--- config.mk ---
export PLATFORM = sky130hd
export DESIGN_NAME = pipe_stage_reg
export DESIGN_NICKNAME = d
export VERILOG_FILES = /design/src/rtl/pipe_stage_reg_pkg.sv /design/src/rtl/pipe_stage_reg_skid.sv /design/src/rtl/pipe_stage_reg.sv
export SDC_FILE = /design/constraint.sdc
export NUM_CORES = 1
export LEC_CHECK = 0
export ABC_AREA = 1
export ABC_CLOCK_PERIOD_IN_PS = 4000
export CELL_PAD_IN_SITES_DETAIL_PLACEMENT = 1
export CELL_PAD_IN_SITES_GLOBAL_PLACEMENT = 2
export CORE_MARGIN = 3
export CORE_UTILIZATION = 29
export DETAILED_ROUTE_END_ITERATION = 8
export PLACE_DENSITY = 0.81
export SYNTH_ARGS = -nofsm -noshare
export SYNTH_HDL_FRONTEND = slang
export SYNTH_SLANG_ARGS = --single-unit
--- constraint.sdc ---
create_clock -name clk -period 4 [get_ports clk]
set_input_delay 0.4 -clock clk [delete_from_list [all_inputs] [get_ports clk]]
set_output_delay 0.4 -clock clk [all_outputs]
set_load 0.05 [all_outputs]
--- src/rtl/pipe_stage_reg_pkg.sv ---
// Shared pipeline definitions: stage state encoding and default payload widths.
package pipe_stage_reg_pkg;

    typedef enum logic [1:0] {
        ST_EMPTY = 2'd0,
        ST_BUSY  = 2'd1,
        ST_FULL  = 2'd2
    } stage_state_t;

    localparam int DEF_DATA_W = 32;
    localparam int DEF_CTRL_W = 8;
    localparam int DEF_CNT_W  = 16;

    function automatic logic [1:0] state_occupancy(input stage_state_t s);
        case (s)
            ST_BUSY: return 2'd1;
            ST_FULL: return 2'd2;
            default: return 2'd0;
        endcase
    endfunction

endpackage

--- src/rtl/pipe_stage_reg_skid.sv ---
// Second storage slot of the stage; holds one {ctrl,data} entry while the main slot is stalled.
module pipe_stage_reg_skid #(
    parameter int W = 40
) (
    input  logic         clk,
    input  logic         rst,
    input  logic         load,
    input  logic [W-1:0] d,
    output logic [W-1:0] q
);

    always_ff @(posedge clk or posedge rst) begin
        if (rst)
            q <= '0;
        else if (load)
            q <= d;
    end

endmodule

--- src/rtl/pipe_stage_reg.sv ---
// Generic valid/ready pipeline stage register with optional skid slot and stall counter.
//   state    | meaning
//   ST_EMPTY | no entry held
//   ST_BUSY  | one entry in the main slot
//   ST_FULL  | main slot plus skid slot occupied (SKID=1 only)
module pipe_stage_reg
    import pipe_stage_reg_pkg::*;
#(
    parameter int DATA_W = DEF_DATA_W,
    parameter int CTRL_W = DEF_CTRL_W,
    parameter int SKID   = 1,
    parameter int CNT_W  = DEF_CNT_W
) (
    input  logic              clk,
    input  logic              rst,
    input  logic              flush,
    input  logic              in_valid,
    output logic              in_ready,
    input  logic [CTRL_W-1:0] in_ctrl,
    input  logic [DATA_W-1:0] in_data,
    output logic              out_valid,
    input  logic              out_ready,
    output logic [CTRL_W-1:0] out_ctrl,
    output logic [DATA_W-1:0] out_data,
    output logic [1:0]        occupancy,
    output logic [CNT_W-1:0]  stall_cnt
);

    localparam int ENT_W = CTRL_W + DATA_W;

    stage_state_t      state, state_nxt;
    logic              accept, consume;
    logic              in_ready_q, in_ready_nxt;
    logic              load_main, load_skid, main_from_skid;
    logic [CTRL_W-1:0] main_ctrl;
    logic [DATA_W-1:0] main_data;
    logic [ENT_W-1:0]  skid_q;
    logic [CNT_W-1:0]  stall_q;

    assign out_valid = (state != ST_EMPTY);
    assign in_ready  = (SKID != 0) ? in_ready_q : (!out_valid || out_ready);
    assign accept    = in_valid && in_ready;
    assign consume   = out_valid && out_ready;

    always_ff @(posedge clk or posedge rst) begin
        if (rst) begin
            state      <= ST_EMPTY;
            in_ready_q <= 1'b1;
        end else begin
            state      <= state_nxt;
            in_ready_q <= in_ready_nxt;
        end
    end

    always_comb begin
        state_nxt      = state;
        load_main      = 1'b0;
        load_skid      = 1'b0;
        main_from_skid = 1'b0;
        if (flush) begin
            state_nxt = ST_EMPTY;
        end else begin
            case (state)
                ST_EMPTY: begin
                    if (accept) begin
                        state_nxt = ST_BUSY;
                        load_main = 1'b1;
                    end
                end
                ST_BUSY: begin
                    case ({accept, consume})
                        2'b11: load_main = 1'b1;
                        2'b10: begin
                            state_nxt = ST_FULL;
                            load_skid = 1'b1;
                        end
                        2'b01: state_nxt = ST_EMPTY;
                        default: state_nxt = ST_BUSY;
                    endcase
                end
                ST_FULL: begin
                    // in_ready is low here, so only the drain path exists
                    if (consume) begin
                        state_nxt      = ST_BUSY;
                        main_from_skid = 1'b1;
                    end
                end
                default: state_nxt = ST_EMPTY;
            endcase
        end
        in_ready_nxt = (state_nxt != ST_FULL);
    end

    always_ff @(posedge clk or posedge rst) begin
        if (rst) begin
            main_ctrl <= '0;
            main_data <= '0;
        end else if (load_main) begin
            main_ctrl <= in_ctrl;
            main_data <= in_data;
        end else if (main_from_skid) begin
            main_ctrl <= skid_q[ENT_W-1:DATA_W];
            main_data <= skid_q[DATA_W-1:0];
        end
    end

    generate
        if (SKID != 0) begin : g_skid
            pipe_stage_reg_skid #(.W(ENT_W)) u_skid (
                .clk  (clk),
                .rst  (rst),
                .load (load_skid),
                .d    ({in_ctrl, in_data}),
                .q    (skid_q)
            );
        end else begin : g_no_skid
            assign skid_q = '0;
        end
    endgenerate

    // Stall counting ignores flush so a kill never hides backpressure history
    always_ff @(posedge clk or posedge rst) begin
        if (rst)
            stall_q <= '0;
        else if (out_valid && !out_ready && (stall_q != {CNT_W{1'b1}}))
            stall_q <= stall_q + 1'b1;
    end

    assign out_ctrl  = out_valid ? main_ctrl : '0;
    assign out_data  = main_data;
    assign occupancy = state_occupancy(state);
    assign stall_cnt = stall_q;

endmodule

After elaboration in Yosys (flattened, before gate mapping)

Cells that the tools add are included.

Add/subtract/negate cells: 1
Equal/unequal tests: 7
Mux-type cells: 21
Reductions and logical operators: 8

Operators by type and width:

| operator                                       | number |
|---|---|
| two-way mux 32 bit                             | 2 |
| two-way mux 8 bit                              | 3 |
| adder 16 x 1 -> 16 bit (second input constant) | 1 |
| != test 16 bit (second input constant)         | 1 |
| case mux 2 bit (3 select lines)                | 2 |
| two-way mux 1 bit                              | 9 |
| == test 2 bit (second input constant)          | 3 |
| two-way mux 2 bit                              | 3 |
| == test 2 x 1 -> 1 bit (second input constant) | 2 |
| logical AND 1 bit                              | 4 |
| case mux 2 bit (2 select lines)                | 1 |
| nonzero test 2 bit                             | 2 |
| zero test 2 bit                                | 1 |
| != test 2 bit (second input constant)          | 1 |
| case mux 1 bit (2 select lines)                | 1 |
| zero test 1 bit                                | 1 |

Register bits: 99
Input bits: 45
Output and inout bits: 60

Logic depth before layout (Yosys ltp)

Gate-level depths: netlist (run 1).

Word-level depth: 7
Mapped depth: 13

Hierarchy

From an unflattened synthesis (run 1), not the netlist that was laid out.

Cells, all modules: 584
Area total of the unflattened synthesis: 4733.3 µm²

Modules (own cells, without submodules):

| module              | times used | cells each | area each (µm²) | seq. area each (µm²) |
|---|---|---|---|---|
| pipe_stage_reg      | 1          | 413        | 3124.2          | 1477.7 |
| pipe_stage_reg_skid | 1          | 171        | 1609.0          | 1001.0 |

Worst setup path after synthesis (run 1)

OpenSTA, ideal clock, no wires.

Path kind: flip-flop to flip-flop
From: reg state[0]
To: reg main_data[0], in the netlist out_data[0]
Data arrival time: 2096 ps
Required time: 3913 ps
Setup slack: 1818 ps
Stages on the path, launching flop included: 14
Clock period less this slack: 2182 ps
Path through: dfrtp_1 > nor2_2 > inv_1 > nand2_1 > inv_1 > ha_1 > inv_1 > nand2_1 > nand3_2 > inv_1 > nor2_1 > buf_2 > nand2_1 > o211ai_1

Cells in the longest elaborated chain, start to end: 7
Elaborated cells between the ends (all ways): 14

RTL lines:

| item                                                     | RTL line              | RTL |
|---|---|---|
| start, declared                                          | pipe_stage_reg.sv:31  | `stage_state_t state, state_nxt;` |
| start signal, assigned                                   | pipe_stage_reg.sv:50  | `state <= state_nxt;` |
| nonzero test 2 bit *                                     | pipe_stage_reg.sv:40  | `assign out_valid = (state != ST_EMPTY);` |
| named net out_valid                                      | pipe_stage_reg.sv:21  | `output logic out_valid,` |
| logical AND 1 bit *                                      | pipe_stage_reg.sv:43  | `assign consume = out_valid && out_ready;` |
| == test 2 bit                                            | pipe_stage_reg.sv:71  | `case ({accept, consume})` |
| two-way mux 1 bit                                        | pipe_stage_reg.sv:71  |  |
| case mux 1 bit (2 select lines)                          | pipe_stage_reg.sv:63  | `case (state)` |
| two-way mux 1 bit                                        | pipe_stage_reg.sv:60  | `if (flush) begin` |
| two-way mux 32 bit or nonzero test 2 bit (tied branches) | n/a                   |  |
| end signal, assigned                                     | pipe_stage_reg.sv:100 | `main_data <= in_data;` |
| end signal, assigned                                     | pipe_stage_reg.sv:103 | `main_data <= skid_q[DATA_W-1:0];` |
| end, declared                                            | pipe_stage_reg.sv:36  | `logic [DATA_W-1:0] main_data;` |

The timed path passes the listed nets; every way through them passes the cells marked *.
A chain may end at the register's enable or synchronous reset.

Final worst setup path (run 1)

From: reg state[0]
To: reg g_skid.u_skid.q[16]

Cells in the longest elaborated chain, start to end: 6
Elaborated cells between the ends (all ways): 7

RTL lines:

| item                 | RTL line                  | RTL |
|---|---|---|
| nonzero test 2 bit   | pipe_stage_reg.sv:40      |  |
| logical AND 1 bit    | pipe_stage_reg.sv:43      |  |
| == test 2 bit        | pipe_stage_reg.sv:71      |  |
| two-way mux 1 bit    | pipe_stage_reg.sv:71      |  |
| two-way mux 1 bit *  | pipe_stage_reg.sv:63      |  |
| two-way mux 1 bit *  | pipe_stage_reg.sv:60      |  |
| end signal, assigned | pipe_stage_reg_skid.sv:14 | `q <= '0;` |
| end signal, assigned | pipe_stage_reg_skid.sv:16 | `q <= d;` |
| end, declared        | pipe_stage_reg_skid.sv:9  | `output logic [W-1:0] q` |

Every way passes the cells marked *; elsewhere a longest branch is shown, timed or not.

==> results of run 1 <==
[layer usage]
layer  wire length [um]  track usage, %  up-vias  share of wire, %
li1                   -               -     1928                 -
met1               5660            18.4     1895                45
met2               6200            25.5       67                50
met3                444            4.79       12               3.6
met4                161            3.79        0               1.3
met5                  0               0        -                 0
[layout by cell type (no fill, tap or decap)]
| master | instances |
|---|---|
| nand2_2 | 3 |
| nand3_2 | 3 |
| nand4_1 | 4 |
| dfrtp_1 | 98 |
| nor2_1 | 26 |
| inv_6 | 1 |
| nor3_1 | 1 |
| xnor2_1 | 7 |
| clkinv_4 | 1 |
| o211ai_1 | 41 |
| ha_1 | 3 |
| inv_4 | 2 |
| nand3_1 | 46 |
| nand2_1 | 160 |
| clkinv_2 | 4 |
| clkdlybuf4s50_1 | 104 |
| inv_8 | 1 |
| clkinvlp_4 | 1 |
| nor2_4 | 3 |
| a21oi_1 | 1 |
| o21ai_4 | 1 |
| buf_4 | 4 |
| o21ai_0 | 45 |
| nor2_2 | 3 |
| inv_1 | 65 |
| nand2_4 | 1 |
| dfstp_2 | 1 |
| and2_1 | 1 |
| clkbuf_16 | 9 |
[worst reg2reg max path, delay by kind of cell (launching register included)]
family / cells / cell delay (ns)
DFF: 1 / 0.44
and+or+nand+nor: 4 / 1.31
AOI/OAI and AO/OA: 1 / 0.10
adders and majority gates: 1 / 0.18
buffers and inverters: 2 / 0.68
[flip-flops by register name, indices dropped and copies added, names as in the netlist]
| register | flops |
|---|---|
| g_skid.u_skid.q | 40 |
| in_ready | 1 |
| main_ctrl | 8 |
| out_data | 32 |
| stall_cnt | 16 |
| state | 2 |
[worst max path at each step]
stage                   from  slack (ns)             endpoint
floorplan                rst        1.01   g_skid.u_skid.q[0]
global placement    state[0]        1.29  g_skid.u_skid.q[32]
detailed placement  state[0]        1.13  g_skid.u_skid.q[16]
CTS                 state[0]        1.08  g_skid.u_skid.q[16]
global route        state[0]        0.85  g_skid.u_skid.q[16]
finish              state[0]        1.17  g_skid.u_skid.q[16]
[cell families (layout without fill, tap and decap cells)]
| logic type | Yosys count | count (layout) | synth area share (%) |
|---|---|---|---|
| buffers and inverters | 94 | 192 | 8.34 |
| AO/OA/AOI/OAI | 88 | 88 | 12.1 |
| AND/OR/NAND/NOR | 251 | 251 | 23.2 |
| XOR/XNOR | 7 | 7 | 1.34 |
| flip-flops | 99 | 99 | 54.2 |
| adder cells (fa/ha/maj) | 3 | 3 | 0.821 |
[cell usage after synthesis]
cell,n
nor3_1,1
nand2_1,160
nor2_4,1
clkinv_2,1
nand2_4,1
buf_2,8
a21oi_1,1
and2_1,1
dfstp_2,1
nand2_2,3
nand3_2,2
o211ai_1,41
nand4_1,4
dfrtp_1,98
nor2_2,4
ha_1,3
clkbuf_1,16
nand3_1,47
o21ai_0,45
o21ai_4,1
inv_4,1
xnor2_1,7
nor2_1,27
inv_1,66
buf_6,2
[per-stage QoR]
stage               cell area (um^2)  setup slack (ns)
finish                          6080              1.17
global route                    6080             0.846
CTS                             6080              1.08
detailed placement              5810              1.13
global placement                5810              1.29
floorplan                       4570              1.01
[cell type report]
type	instances	area, um^2	area share, %
clock buffer	9	225	3.70
clock inverter	7	51.3	0.843
inverter	68	262	4.30
multi-input combinational	349	1730	28.5
sequential	99	2480	40.8
tap	211	264	4.34
timing repair buffer	108	1070	17.6
[power breakdown]
| part | internal [mW] | switching, mW |
|---|---|---|
| Sequential | 1.24 | 0.154 |
| Clock | 0.426 | 0.400 |
| Combinational | 0.346 | 0.644 |
==> results.yml, run 1 <==
sta:
  finalSetupTns_ns: 0
  slew_headroom_pct: 30.4
  hold_slack_ns: 0.309
  setup_viol: 0
  slew_violations: 0
  tightest_slew_ns: 1.04
  rsz0062_at_grt: "false"
  finClkSkew_ns: 0.0129
  clock.fmax_mhz: 353
  period_share_pct: 70.8
  hold_violations: 0
  post-route-min-period_ns: 2.83
setup_path:
  max_stage_delay_ns: 0.65
  worst-path-stages: 8
  r2r_start: "state[0]"
  r2r_cells: 8
  path_buf_inv: 2
  worst_path_max_delay_cell: "nand3_2"
  endpoint_kind: "flop"
  crit_type: "flop to flop"
  cp.arrival_ns: 3.06
  reg2reg_slack_ns: 1.17
  reg2reg_to: "g_skid.u_skid.q[16]"
  worstPathRequired_ns: 4.22
  crit_top_cell: "nand2_1"
  path_delay_family: "simple AND/OR/NAND/NOR gates"
  start_kind: "flop"
  path_max_fanout: 49
  path_cells: "nor2_2 > inv_1 > nand2_1 > ha_1 > nand3_2 > buf_4 > nand2_1 > o21ai_0"
final_layout:
  finish.utilization_pct: 39.7
  final_nets: 683
  fin_cells: 851
  fillers: 1813
  drive_above_1_share_pct: 5.94
  area_delta_synth_final_pct: 33.0
  n_antenna_cell: 0
cts:
  cts_buffer_depth: 2
  clk_pin_slew_ns: 0.07
  cts_hold_buf: 0
  insertion_delay_ns: 0.35
  root_buffer: "clkbuf_16"
  cts_setup_buffers: 0
  cts.sinks: 99
  cts-htree-levels: 3
  postCtsResizedCells: 0
  cts_tree: "built"
  numCtsBuffers: 9
drt:
  vias: 3902
  first_pass_iters: 4
  ant_nets: 0
  wl_mm: 12.5
  drcViolationCount: 0
  wl_per_cell_um: 14.6
  vias_per_cell: 4.59
  drt_iter0_markers: 180
die:
  rows: 45
  core_um2: 15300
  start_util_pct: 29.9
  io-pin-count: 105
  dieArea_um2: 17300
  die_width_um: 132
  fp.dieH_um: 132
job:
  cap_viol_max_count: 0
global_route:
  antenna_found_initial: 0
  grt_pass1_wl_mm: 21.2
  gr-total-overflow: 0
  grt_max_degree: 81
  grt_pass1_vias: 4175
  grt_usage_pct: 15.0
place:
  port_buffers: 104
  dp.cells: 835
  gp_congestion: 0.772
  hpwlAfterDp_mm: 8.65
yosys:
  synthTopCellsByArea: "dfrtp_1 54%, nand2_1 13%, o211ai_1 6.7%"
  syn_nets: 590
  synth_top_area_share_pct: 53.6
  syn-cell-area_um2: 4570
  synthesis.instances: 542
  yosys_warnings: 0
  ys_seq_area_share_pct: 54.2
  synth-seq-cells: 99
  avgSynthCellArea_um2: 8.44
  yosys.area.top_type: "dfrtp_1"
  synth_cell_type_count: 25
run_status:
  outcome: "finished, final reports clean"
power_and_ir_drop:
  p_per_area_nw_per_um2: 528
  peakVddDrop_uv: 300
  finalPower_mw: 3.21
  p_leak_nw: 2.74
worst_hold_path:
  min_path_type: "input pin to async pin"
Power figures use the tool's default switching activity.
==> run 2, diff against run 1 <==
--- a/config.mk
+++ b/config.mk
@@ -6,7 +6,7 @@
 export NUM_CORES = 1
 export LEC_CHECK = 0
 export ABC_AREA = 1
-export ABC_CLOCK_PERIOD_IN_PS = 4000
+export ABC_CLOCK_PERIOD_IN_PS = 2900
 export CELL_PAD_IN_SITES_DETAIL_PLACEMENT = 1
 export CELL_PAD_IN_SITES_GLOBAL_PLACEMENT = 2
 export CORE_MARGIN = 3
==> constraint.sdc (replaced) <==
create_clock -name clk -period 2.9 [get_ports clk]
set_input_delay 0.29 -clock clk [delete_from_list [all_inputs] [get_ports clk]]
set_output_delay 0.29 -clock clk [all_outputs]
set_load 0.05 [all_outputs]
==> run 2 against run 1 <==
Effect of this change:
- sequential power rose by 39%
- via count is 3.9% higher
- clock skew shrank 0.0082 ns
- count of clock-buffer cells in the layout increased by 3
- worst hold slack worse by 0.070 ns
- routed wire length is 3.7% higher
==> results.yml, run 2 (synthesized netlist as in run 1, its figures left out) <==
global_route:
  grt_pass1_wl_mm: 22.0
  gr-total-overflow: 0
  grt_max_degree: 81
  grt_pass1_vias: 4379
  antenna_found_initial: 0
  grt_usage_pct: 15.6
drt:
  wl_mm: 12.9
  ant_nets: 0
  first_pass_iters: 4
  drcViolationCount: 0
  wl_per_cell_um: 15.1
  drt_iter0_markers: 182
  vias: 4056
  vias_per_cell: 4.74
cts:
  cts_setup_buffers: 0
  postCtsResizedCells: 0
  insertion_delay_ns: 0.35
  cts.sinks: 99
  cts_tree: "built"
  cts-htree-levels: 3
  cts_buffer_depth: 2
  root_buffer: "clkbuf_16"
  clk_pin_slew_ns: 0.07
  numCtsBuffers: 9
  cts_hold_buf: 0
die:
  start_util_pct: 29.9
  dieArea_um2: 17300
  fp.dieH_um: 132
  die_width_um: 132
  rows: 45
  core_um2: 15300
  io-pin-count: 105
run_status:
  outcome: "finished, final reports clean"
job:
  cap_viol_max_count: 0
final_layout:
  final_nets: 687
  layout_commonest_cell: "nand2_1"
  area_delta_synth_final_pct: 34.4
  regMostFlops: "g_skid.u_skid.q"
  finish.utilization_pct: 40.1
  n_antenna_cell: 0
  largest_reg_flops: 40
  drive_above_1_share_pct: 6.21
  fillers: 1815
  final_cell_mix: "160 x nand2_1, 104 x clkdlybuf4s50_1, 98 x dfrtp_1, 65 x inv_1, 46 x nand3_1"
place:
  port_buffers: 104
  gp_congestion: 0.814
  hpwlAfterDp_mm: 9.19
setup_path:
  worstPathRequired_ns: 2.61
  worst-path-stages: 4
  endpoint_kind: "output pin"
  cp.arrival_ns: 2.05
  crit_type: "flop to output pin"
  path_cells: "nor2_2 > buf_4 > nor2_1 > clkdlybuf4s50_1"
  r2r_cells: 13
  start_kind: "flop"
  path_buf_inv: 2
  max_stage_delay_ns: 0.83
  worst_path_max_delay_cell: "clkdlybuf4s50_1"
  path_max_fanout: 9
  path_delay_family: "buffers and inverters"
worst_hold_path:
  min_path_type: "input pin to async pin"
power_and_ir_drop:
  p_per_area_nw_per_um2: 722
  p_leak_nw: 2.77
  peakVddDrop_uv: 412
sta:
  period_share_pct: 80.8
  post-route-min-period_ns: 2.34
  slew_violations: 0
  clock.fmax_mhz: 427
  tightest_slew_ns: 0.602
  finClkSkew_ns: 0.00468
  finalSetupTns_ns: 0
  setup_viol: 0
  rsz0062_at_grt: "false"
  hold_violations: 0
  slew_headroom_pct: 59.8
[run 2: changes by cell type in the layout (fill, tap and decap cells not counted)]
cell and change:
clkbuf_8 +1, buf_4 +1, inv_8 -1, clkinv_4 -1, buf_12 +3, clkinv_2 -1
clkbuf_1 +2
[run 2: per-layer routing]
| layer | track usage (%) | up-vias | wire [um] |
|---|---|---|---|
| li1 | - | 1933 | - |
| met1 | 18.5 | 2013 | 5470 |
| met2 | 27.6 | 90 | 6740 |
| met3 | 2.79 | 20 | 427 |
| met4 | 6.42 | 0 | 292 |
| met5 | 0 | - | 0 |
[run 2: metrics by stage]
step	setup slack [ns]	total power, mW	hold WS (ns)	cell area (um^2)	std cells
2_1_floorplan	0.0212	2.82	0.372	4570	542
3_3_place_gp	0.649	3.30	0.466	5870	839
3_5_place_dp	0.518	3.36	0.475	5870	839
4_1_cts	0.510	4.51	0.237	6150	855
5_1_grt	0.476	4.71	0.255	6150	855
6_report	0.557	4.44	0.239	6150	855
[run 2: worst paths after layout]
kind,start,end,slack [ns]
worst max-delay path,state[0],out_ctrl[5],0.56
worst min-delay path,rst,stall_cnt[1],0.24
worst max register to register,state[0],main_ctrl[0],0.70
worst min register to register,g_skid.u_skid.q[21],g_skid.u_skid.q[21],0.49
max in group asynchronous,rst,g_skid.u_skid.q[8],1.94
min in group clk,g_skid.u_skid.q[21],g_skid.u_skid.q[21],0.49
[run 2: power by group]
part	switching [mW]	total, mW	internal (mW)
combinational	0.897	1.39	0.489
sequential	0.217	1.93	1.71
clock	0.520	1.13	0.607
total	1.63	4.44	2.80
[run 2: final cells by class]
| type | count | area (um^2) | share of cell area (%) |
|---|---|---|---|
| clock buffers | 12 | 246 | 4.01 |
| clock inverters | 4 | 26.3 | 0.428 |
| inverters | 68 | 262 | 4.25 |
| multi-input cells | 349 | 1730 | 28.2 |
| flip-flops and latches | 99 | 2480 | 40.3 |
| well taps | 211 | 264 | 4.30 |
| repair buffers | 112 | 1140 | 18.5 |
==> run 3, diff against run 2 <==
--- a/config.mk
+++ b/config.mk
@@ -6,13 +6,13 @@
 export NUM_CORES = 1
 export LEC_CHECK = 0
 export ABC_AREA = 1
-export ABC_CLOCK_PERIOD_IN_PS = 2900
+export ABC_CLOCK_PERIOD_IN_PS = 2150
 export CELL_PAD_IN_SITES_DETAIL_PLACEMENT = 1
 export CELL_PAD_IN_SITES_GLOBAL_PLACEMENT = 2
 export CORE_MARGIN = 3
-export CORE_UTILIZATION = 29
+export CORE_UTILIZATION = 26
 export DETAILED_ROUTE_END_ITERATION = 8
-export PLACE_DENSITY = 0.81
+export PLACE_DENSITY = 0.77
 export SYNTH_ARGS = -nofsm -noshare
 export SYNTH_HDL_FRONTEND = slang
 export SYNTH_SLANG_ARGS = --single-unit
==> constraint.sdc (replaced) <==
create_clock -name clk -period 2.15 [get_ports clk]
set_input_delay 0.215 -clock clk [delete_from_list [all_inputs] [get_ports clk]]
set_output_delay 0.215 -clock clk [all_outputs]
set_load 0.05 [all_outputs]
==> run 3 against run 2 <==
Effect of this change:
- first-iteration DRC count is 13% lower
- critical path depth is 1 lower
- sequential cell count stayed put
- non-clock buffer count is 6 higher
- routed wire length is 1.0% lower
- critical endpoint is now out_valid
- total power is 35% higher
- design area is 1.1% higher
- final cell count is 1.9% higher
- highest routed layer unchanged
- core utilization is 3.3 points lower
- global-route usage is 2.0 points lower
- combinational power is 34% higher
- clock power is 35% higher
==> results.yml, run 3 (synthesized netlist as in run 1, its figures left out) <==
global_route:
  grt_pass1_wl_mm: 21.5
  grt_usage_pct: 13.5
  grt_pass1_vias: 4220
  grt_max_degree: 100
  gr-total-overflow: 0
  antenna_found_initial: 0
setup_path:
  worstPathRequired_ns: 1.93
  path_cells: "nor2_4 > clkinvlp_4 > clkdlybuf4s50_1"
  max_stage_delay_ns: 0.72
  path_buf_inv: 2
  path_delay_family: "buffers and inverters"
  endpoint_kind: "output pin"
  crit_type: "flop to output pin"
  cp.arrival_ns: 1.79
  path_max_fanout: 4
  worst-path-stages: 3
  r2r_cells: 13
  start_kind: "flop"
  worst_path_max_delay_cell: "clkdlybuf4s50_1"
cts:
  cts-htree-levels: 3
  clk_pin_slew_ns: 0.07
  cts_tree: "built"
  cts.sinks: 99
  cts_buffer_depth: 2
  cts_hold_buf: 0
  postCtsResizedCells: 7
  root_buffer: "clkbuf_16"
  cts_setup_buffers: 0
  numCtsBuffers: 9
  insertion_delay_ns: 0.35
drt:
  drcViolationCount: 0
  wl_mm: 12.8
  drt_iter0_markers: 159
  first_pass_iters: 4
  vias_per_cell: 4.54
  ant_nets: 0
  wl_per_cell_um: 14.7
  vias: 3952
sta:
  finalSetupTns_ns: 0
  slew_headroom_pct: 64.4
  rsz0062_at_grt: "false"
  finClkSkew_ns: 0.00585
  post-route-min-period_ns: 2.00
  period_share_pct: 93.1
  slew_violations: 0
  tightest_slew_ns: 0.532
  hold_violations: 0
  clock.fmax_mhz: 499
  setup_viol: 0
final_layout:
  largest_reg_flops: 40
  regMostFlops: "g_skid.u_skid.q"
  area_delta_synth_final_pct: 35.9
  final_cell_mix: "160 x nand2_1, 97 x dfrtp_1, 94 x clkdlybuf4s50_1, 64 x inv_1, 46 x nand3_1"
  final_nets: 693
  final_cell_area_um2: 6210
  finish.utilization_pct: 36.8
  fin_cells: 871
  drive_above_1_share_pct: 8.15
  layout_commonest_cell: "nand2_1"
die:
  die_width_um: 139
  start_util_pct: 27.1
  io-pin-count: 105
  core_um2: 16900
  dieArea_um2: 19200
  fp.dieH_um: 139
  rows: 47
power_and_ir_drop:
  finalPower_mw: 5.98
  p_leak_nw: 2.83
  p_per_area_nw_per_um2: 962
  peakVddDrop_uv: 615
worst_hold_path:
  min_path_type: "input pin to async pin"
run_status:
  outcome: "finished, final reports clean"
place:
  dp.cells: 854
  dpl_cell_area_um2: 5930
  gp_congestion: 0.755
  hpwlAfterDp_mm: 8.94
  port_buffers: 104
job:
  cap_viol_max_count: 0
-- run 3: cell type report --
class / instances / area, um^2
Fill cell: 1973 / 10700
Sequential cell: 99 / 2480
Multi-Input combinational cell: 349 / 1740
Timing Repair Buffer: 118 / 1170
Tap cell: 220 / 275
Inverter: 68 / 267
Clock buffer: 9 / 225
Clock inverter: 7 / 55.1
Antenna cell: 1 / 2.50
-- run 3: worst register-to-register path: stages (launching register included) --
cell        delay (ns)
dfrtp_1           0.44
nor2_4            0.17
clkinvlp_4        0.11
nand2_1           0.08
inv_1             0.05
ha_1              0.18
inv_1             0.07
nand2_1           0.06
nand3_2           0.11
inv_1             0.07
nor2_4            0.12
buf_12            0.19
nand2_1           0.08
o211ai_1          0.09
-- run 3: final timing paths --
path	from	endpoint	slack (ns)
max	state[1]	out_valid	0.15
min in group clk	in_data[5]	g_skid.u_skid.q[5]	0.45
min reg2reg	g_skid.u_skid.q[25]	g_skid.u_skid.q[25]	0.49
min	rst	out_data[26]	0.39
max in group asynchronous	rst	state[0]	1.35
max reg2reg	state[1]	out_data[28]	0.22
-- run 3: routing by layer --
| layer | part of all wire, % | track usage, % | up-vias |
|---|---|---|---|
| li1 | - | - | 1953 |
| met1 | 47 | 17.5 | 1911 |
| met2 | 47 | 22.0 | 74 |
| met3 | 4.7 | 3.59 | 14 |
| met4 | 1.3 | 4.38 | 0 |
| met5 | 0 | 0 | - |
-- run 3: per-stage QoR --
step                      hold slack, ns  setup WS [ns]
final                              0.385          0.147
after global routing               0.437         0.0162
after CTS                          0.409         0.0960
after detailed placement           0.474          0.150
after global placement             0.467          0.223
after floorplan                    0.297        -0.0210
-- run 3: power by group --
| group | internal (mW) | total (mW) | switching [mW] |
|---|---|---|---|
| logic | 0.662 | 1.86 | 1.20 |
| clock network | 0.790 | 1.52 | 0.731 |
| registers | 2.30 | 2.59 | 0.290 |
